File: config.mk
export PLATFORM = sky130hd
export DESIGN_NAME = s4_pool_writer
export DESIGN_NICKNAME = d
export VERILOG_FILES = /design/src/rtl/s4_pool_writer.sv
export SDC_FILE = /design/constraint.sdc
export NUM_CORES = 2
export LEC_CHECK = 0
export ABC_AREA = 1
export BUFFER_PORTS_ARGS = -buffer_cell sky130_fd_sc_hd__buf_2
export CORE_MARGIN = 2
export CORE_UTILIZATION = 25
export CTS_CLUSTER_DIAMETER = 80
export CTS_CLUSTER_SIZE = 14
export DETAILED_ROUTE_END_ITERATION = 16
export GPL_ROUTABILITY_DRIVEN = 0
export PLACE_DENSITY = 0.44
export SLEW_MARGIN = 20
export SYNTH_ARGS = -nofsm -noshare
export SYNTH_HDL_FRONTEND = slang
export SYNTH_SLANG_ARGS = --single-unit
File: constraint.sdc
create_clock -name clk -period 3.8 [get_ports clk]
set_input_delay 0.76 -clock clk [delete_from_list [all_inputs] [get_ports clk]]
set_output_delay 0.76 -clock clk [all_outputs]
set_load 0.1 [all_outputs]
File: src/rtl/s4_pool_writer.sv
// -----------------------------------------------------------------------------
// s4_pool_writer
//
// Purpose:
//   Takes the C3 convolution output stream (CH channels in parallel, one
//   IN_DIM x IN_DIM map per channel, row-major) and applies 2x2 stride-2 max
//   pooling per channel. Each pooled pixel, with all channels packed into one
//   word, is written to the F4 feature-map memory at
//   BASE_ADDR + (row/2)*(IN_DIM/2) + (col/2).
//
// Ports:
//   clk       in   clock, rising edge
//   rst_n     in   asynchronous active-low reset
//   start     in   one-cycle pulse starting a frame (ignored while busy)
//   c3_valid  in   input pixel valid
//   c3_ready  out  high while a frame is running; transfer = valid && ready
//   c3_data   in   CH*DW packed pixels, channel k at [DW*k +: DW]
//   f4_wr_en  out  one-cycle F4 write strobe
//   f4_waddr  out  F4 write address (held between writes)
//   f4_wdata  out  CH*DW packed pooled pixels (held between writes)
//   busy      out  frame in progress
//   done      out  one-cycle pulse together with the final write of a frame
//
// Build option:
//   S4_POOL_RELU_EN  when defined, negative pooled results are written as 0.
// -----------------------------------------------------------------------------
module s4_pool_writer #(
    parameter int DW        = 16,
    parameter int CH        = 16,
    parameter int IN_DIM    = 10,
    parameter int AW        = 7,
    parameter int BASE_ADDR = 0
) (
    input  logic              clk,
    input  logic              rst_n,
    input  logic              start,
    input  logic              c3_valid,
    output logic              c3_ready,
    input  logic [CH*DW-1:0]  c3_data,
    output logic              f4_wr_en,
    output logic [AW-1:0]     f4_waddr,
    output logic [CH*DW-1:0]  f4_wdata,
    output logic              busy,
    output logic              done
);

    localparam int CW = $clog2(IN_DIM);
    localparam int LN = IN_DIM / 2;
    localparam int LW = $clog2(LN);

    localparam logic [0:0] S_IDLE = 1'b0;
    localparam logic [0:0] S_RUN  = 1'b1;

    function automatic logic signed [DW-1:0] smax(input logic signed [DW-1:0] a,
                                                  input logic signed [DW-1:0] b);
        return (a > b) ? a : b;
    endfunction

    function automatic logic signed [DW-1:0] act(input logic signed [DW-1:0] v);
`ifdef S4_POOL_RELU_EN
        return v[DW-1] ? '0 : v;
`else
        return v;
`endif
    endfunction

    logic [0:0]             state_q, state_d;
    logic [CW-1:0]          col_q, col_d;
    logic [CW-1:0]          row_q, row_d;
    logic signed [DW-1:0]   hold_q [CH];
    logic signed [DW-1:0]   lbuf_q [LN][CH];
    logic                   wr_en_q;
    logic [AW-1:0]          waddr_q;
    logic [CH*DW-1:0]       wdata_q;
    logic                   done_q;

    logic                   xfer;
    logic                   wr_fire;
    logic                   col_last;
    logic                   row_last;
    logic [LW-1:0]          lidx;
    logic [AW-1:0]          out_cnt;
    logic signed [DW-1:0]   pix  [CH];
    logic signed [DW-1:0]   pmax [CH];
    logic [CH*DW-1:0]       res_bus;

    assign c3_ready = (state_q == S_RUN);
    assign busy     = (state_q == S_RUN);
    assign f4_wr_en = wr_en_q;
    assign f4_waddr = waddr_q;
    assign f4_wdata = wdata_q;
    assign done     = done_q;

    assign xfer     = (state_q == S_RUN) && c3_valid;
    assign col_last = (col_q == CW'(IN_DIM - 1));
    assign row_last = (row_q == CW'(IN_DIM - 1));
    // A pooled pixel completes on the bottom-right pixel of its 2x2 window.
    assign wr_fire  = xfer && col_q[0] && row_q[0];
    assign lidx     = col_q[LW:1];
    assign out_cnt  = AW'(row_q[CW-1:1]) * AW'(LN) + AW'(col_q[CW-1:1]);

    always_comb begin
        state_d = state_q;
        col_d   = col_q;
        row_d   = row_q;
        case (state_q)
            S_IDLE: begin
                if (start) begin
                    state_d = S_RUN;
                    col_d   = '0;
                    row_d   = '0;
                end
            end
            S_RUN: begin
                if (c3_valid) begin
                    if (col_last) begin
                        col_d = '0;
                        if (row_last) begin
                            row_d   = '0;
                            state_d = S_IDLE;
                        end else begin
                            row_d = row_q + 1'b1;
                        end
                    end else begin
                        col_d = col_q + 1'b1;
                    end
                end
            end
            default: state_d = S_IDLE;
        endcase
    end

    // Horizontal max of the pixel pair, then vertical max against the pair
    // stored from the even row above.
    always_comb begin
        for (int k = 0; k < CH; k++) begin
            pix[k]                = $signed(c3_data[k*DW +: DW]);
            pmax[k]               = smax(hold_q[k], pix[k]);
            res_bus[k*DW +: DW]   = act(smax(lbuf_q[lidx][k], pmax[k]));
        end
    end

    always_ff @(posedge clk or negedge rst_n) begin
        if (!rst_n) begin
            state_q <= S_IDLE;
            col_q   <= '0;
            row_q   <= '0;
            wr_en_q <= 1'b0;
            waddr_q <= '0;
            wdata_q <= '0;
            done_q  <= 1'b0;
            for (int k = 0; k < CH; k++) begin
                hold_q[k] <= '0;
                for (int e = 0; e < LN; e++) begin
                    lbuf_q[e][k] <= '0;
                end
            end
        end else begin
            state_q <= state_d;
            col_q   <= col_d;
            row_q   <= row_d;
            wr_en_q <= wr_fire;
            done_q  <= wr_fire && (out_cnt == AW'(LN * LN - 1));
            if (wr_fire) begin
                waddr_q <= AW'(BASE_ADDR) + out_cnt;
                wdata_q <= res_bus;
            end
            if (xfer) begin
                for (int k = 0; k < CH; k++) begin
                    if (!col_q[0]) begin
                        hold_q[k] <= pix[k];
                    end else if (!row_q[0]) begin
                        lbuf_q[lidx][k] <= pmax[k];
                    end
                end
            end
        end
    end

endmodule

==> results_tabular.tex <==
\begin{tabular}{lr}
\hline
Metric & Value \\
\hline
\multicolumn{2}{l}{\textbf{Pwr}} \\
Switching power as a share of total power & 0.465 \\
Worst vdd ir & 0.000914 V \\
Leakage power & 58.4 nW \\
Internal Dissipation & 65.3 mW \\
Switch Pwr & 56.7 mW \\
Share of total power in the clock network & 0.140 \\
Total power per unit cell area & 1020 nW/um\^{}2 \\
Sequential Power Share & 0.267 \\
Part of the power in combinational logic & 0.593 \\
\multicolumn{2}{l}{\textbf{Die}} \\
Die height & 601 um \\
Rows & 219 \\
IO Count & 527 \\
Initial Util & 0.251 \\
Die ar. & 361000 sq um \\
Standard cell core area & 355000 sq um \\
Die X-Extent & 601 um \\
\multicolumn{2}{l}{\textbf{Synth}} \\
Most used DFF post-synth & dfrtp\_1 \\
Yosys cell types & 59 \\
Count of state elements after synthesis & 1809 \\
Cell Area, Synth & 89100 sq um \\
Synthesized instance count & 10600 \\
Sequential-to-total area share from yosys stat & 0.508 \\
Warning count from the yosys run & 0 \\
FFs w/ async S/R, synth & 1.00 \\
Post-Synthesis Net Count & 11400 \\
Per-instance average area after synthesis & 8.40 sq um \\
EDFF count, synth & 0 \\
\multicolumn{2}{l}{\textbf{Detailed routing}} \\
Pre-antenna DRT Iters & 6 \\
Via count & 77200 \\
Wire length per cell & 17.9 um \\
Final antenna-violating net count & 0 \\
M1 WL & 148000 um \\
Number of design-rule violations left by the first detailed-router iteration & 4725 \\
Length of routed met3 wiring & 10300 um \\
Remaining design rule violation count & 0 \\
Wirelength, routed & 307000 um \\
Number of vias per cell after detailed routing & 4.51 \\
Uppermost layer routed & met5 \\
Met2 wire len & 142000 um \\
\multicolumn{2}{l}{\textbf{Clock network}} \\
Cts bufs inserted & 166 \\
CTS HTree Levels & 4 \\
TritonCTS clock tree & yes \\
Library cell used as clock root buffer & clkbuf\_16 \\
Clock insertion delay at the later pin of the skew report & 0.87 ns \\
Clock-pin slew of the registers on the worst-case setup and hold paths & 0.07 ns \\
Maximum clock path buffer count & 4 \\
TritonCTS sink count & 1809 \\
\multicolumn{2}{l}{\textbf{Timing}} \\
Final critical-path required period & 4.00 ns \\
Final WS setup & -0.201 ns \\
Remaining max-slew budget at the tightest pin & 0.378 \\
Final Max Slew Viols & 0 \\
Fmax & 250 MHz \\
Final count of negative-setup-slack endpoints & 138 \\
Final period util & 1.05 \\
Setup skew after layout & 0.0464 ns \\
Unrepaired setup endpoints after global routing & true \\
Transition time of the tightest slew-check pin & 0.933 ns \\
Hold Violations, Final & 0 \\
\multicolumn{2}{l}{\textbf{Status}} \\
Violations in the final reports & setup timing \\
Outcome & complete, but fails checks \\
\multicolumn{2}{l}{\textbf{Final layout}} \\
Count of nets after finishing & 13100 \\
Post-layout utilization of the core & 0.336 \\
Fill cell total of the finished layout & 37400 \\
Fraction of final layout cells sized beyond drive strength 1 & 0.259 \\
Area delta synth->final & 33.8\% \\
Commonest non-fill, non-tap cells in the layout & nand2\_1, dfrtp\_1, buf\_4, o21ai\_0, inv\_1 \\
Most frequent standard cell in the layout excluding fill and tap cells & nand2\_1 \\
Post-route non-filler standard cell count & 17100 \\
Final design instance area without fill & 119000 sq um \\
\multicolumn{2}{l}{\textbf{Worst setup path}} \\
Worst path most repeated cell & o21ai\_1 \\
Source of the worst register-to-register timing path & hold\_q[179]\$\_DFFE\_PN0P\_ \\
Kind of end point of the critical path & flop \\
Kind of start point of the critical path & flop \\
Largest fanout on the critical path & 7 \\
Largest stage delay on the critical path & 0.41 ns \\
Required time at the endpoint of the critical path & 4.54 ns \\
Setup slack of the worst register-to-register path & -0.20 ns \\
Master of the slowest instance on the critical path & dfrtp\_1 \\
Logic depth of the worst register-to-register path & 25 \\
Buffers \& Inverters on Critical Path & 4 \\
WP data arrival & 4.74 ns \\
Top Family by Delay on Critical Path & compound AO/OA/AOI/OAI gates \\
Destination of the worst register-to-register timing path & f4\_wdata[65]\$\_DFFE\_PN0P\_ \\
WS Path Type & flop to flop \\
\multicolumn{2}{l}{\textbf{Place}} \\
Total placed instance area & 110000 sq um \\
Detailed Place HPWL & 217000 um \\
Count of input and output buffers & 525 \\
DP Cell Count & 16800 \\
\multicolumn{2}{l}{\textbf{Run}} \\
Number of violations of the max-capacitance limit & 0 \\
\multicolumn{2}{l}{\textbf{Global route}} \\
GRT Residual Overflow & 0 \\
Initial antenna violation count & 18 \\
Total global-route track usage & 0.166 \\
Wire length of the first global-routing pass & 475000 um \\
Maximum number of pins on one net before global-route repair & 112 \\
Via count of the first global-routing pass & 76700 \\
\multicolumn{2}{l}{\textbf{Worst hold path}} \\
Hold-critical path endpoint & hold\_q[240]\$\_DFFE\_PN0P\_ \\
Number of cells on the worst hold path & 3 \\
Hold Crit Class & input port to flop \\
Hold Crit Start & c3\_data[0] \\
\hline
\end{tabular}
power by group through the flow:
stage	Sequential, mW	Clock [mW]	Combinational [mW]
after floorplan	39.9	0	31.4
after global placement	32.8	0	63.8
after detailed placement	32.8	0	64.0
after CTS	32.6	17.8	69.2
after global routing	33.6	18.5	79.7
final	32.5	17.1	72.3
worst reg2reg max path, cell delays in order (launching register included):
cell and delay [ns]:
dfrtp_1 0.41, ha_4 0.29, nand2_1 0.05, o21ai_1 0.12
a21oi_1 0.08, nor2_1 0.12, o21bai_1 0.13, a21oi_2 0.16
nor3_2 0.06, o21ai_1 0.12, o211ai_1 0.15, buf_4 0.20
clkbuf_16 0.17, o21ai_4 0.19, inv_2 0.07, ha_4 0.17
nor2_4 0.09, nor2_2 0.04, o21a_1 0.17, o221ai_2 0.14
a21oi_1 0.09, o21ai_1 0.19, nand2_2 0.11, buf_6 0.15
o211ai_1 0.32, nand2_1 0.08
through the flow:
step / power (mW) / hold slack (ns) / TNS (ns) / worst slack, ns
4_1_cts: 120 / 0.0474 / -7.67 / -0.141
3_5_place_dp: 96.8 / 0.465 / -155.29 / -0.979
5_1_grt: 132 / 0.0878 / -65.92 / -0.430
3_3_place_gp: 96.6 / 0.462 / -149.80 / -0.946
6_report: 122 / 0.142 / -12.59 / -0.201
2_1_floorplan: 71.3 / 0.453 / -13.44 / -0.335
cells by family after synthesis:
group	after synthesis	synth area share
simple gates	4132	0.185
buf+inv	1400	0.0594
flops	1809	0.508
compound gates	2742	0.174
xor+xnor	5	0.000491
fa+ha+maj	523	0.0735
other cells	1	0.0000421
cell type report:
type	instances	area (sq um)	area share
clock buffer	183	4380	0.0368
inverter	769	3140	0.0263
tap	4751	5940	0.0499
sequential	1809	45300	0.380
antenna	5	12.5	0.000105
clock inverter	42	626	0.00525
multi-input combinational	7404	42700	0.358
timing repair inverter	3	36.3	0.000304
timing repair buffer	2152	17100	0.143
Yosys cell counts (all sizes together), types with 11 or more instances:
cell,number,area share
o21bai,15,0.0013
a221o,30,0.0034
nor3,43,0.0026
nand4,87,0.0062
nor2,582,0.025
inv,767,0.032
ha,522,0.073
buf,51,0.0026
a211oi,22,0.0019
nand2,3065,0.13
nor4,17,0.0012
and2,16,0.0011
nand3,310,0.019
a221oi,217,0.021
clkbuf,580,0.024
o211ai,169,0.014
a22oi,24,0.0020
o221ai,11,0.0011
dfrtp,1809,0.51
o21ai,1515,0.085
a21oi,682,0.038
o21a,12,0.0010
registers in the layout, indices dropped and copies added (netlist names):
| register | cells |
|---|---|
| f4_wdata | 256 |
| lbuf_q | 1280 |
| f4_waddr | 6 |
| busy | 1 |
| hold_q | 256 |
| row_q | 4 |
| f4_wr_en | 1 |
| col_q | 4 |
| done | 1 |
metal layers:
metal | vias to the layer above | track usage
li1 | 38900 | -
met1 | 36900 | 0.234
met2 | 1084 | 0.273
met3 | 294 | 0.0196
met4 | 2 | 0.0342
met5 | - | 0
how the worst max path moves through the flow:
| stage | start | to | slack [ns] | cells after the start |
|---|---|---|---|---|
| after floorplan | c3_data[225] | f4_wdata[231]$_DFFE_PN0P_ | -0.33 | 28 |
| after global placement | c3_data[225] | f4_wdata[232]$_DFFE_PN0P_ | -0.95 | 29 |
| after detailed placement | c3_data[225] | f4_wdata[232]$_DFFE_PN0P_ | -0.98 | 29 |
| after CTS | hold_q[17]$_DFFE_PN0P_ | f4_wdata[237]$_DFFE_PN0P_ | -0.14 | 26 |
| after global routing | hold_q[17]$_DFFE_PN0P_ | f4_wdata[233]$_DFFE_PN0P_ | -0.43 | 26 |
| final | hold_q[179]$_DFFE_PN0P_ | f4_wdata[65]$_DFFE_PN0P_ | -0.20 | 25 |
what timing repair did:
action,CTS,global route
gates cloned,21,20
pin swaps,141,187
endpoints found under the hold margin,33,0
resized for setup,339,374
hold buffers,1,0
buffers inserted,66,38
setup endpoints to repair,222,261
Power figures use the tool's default switching activity.
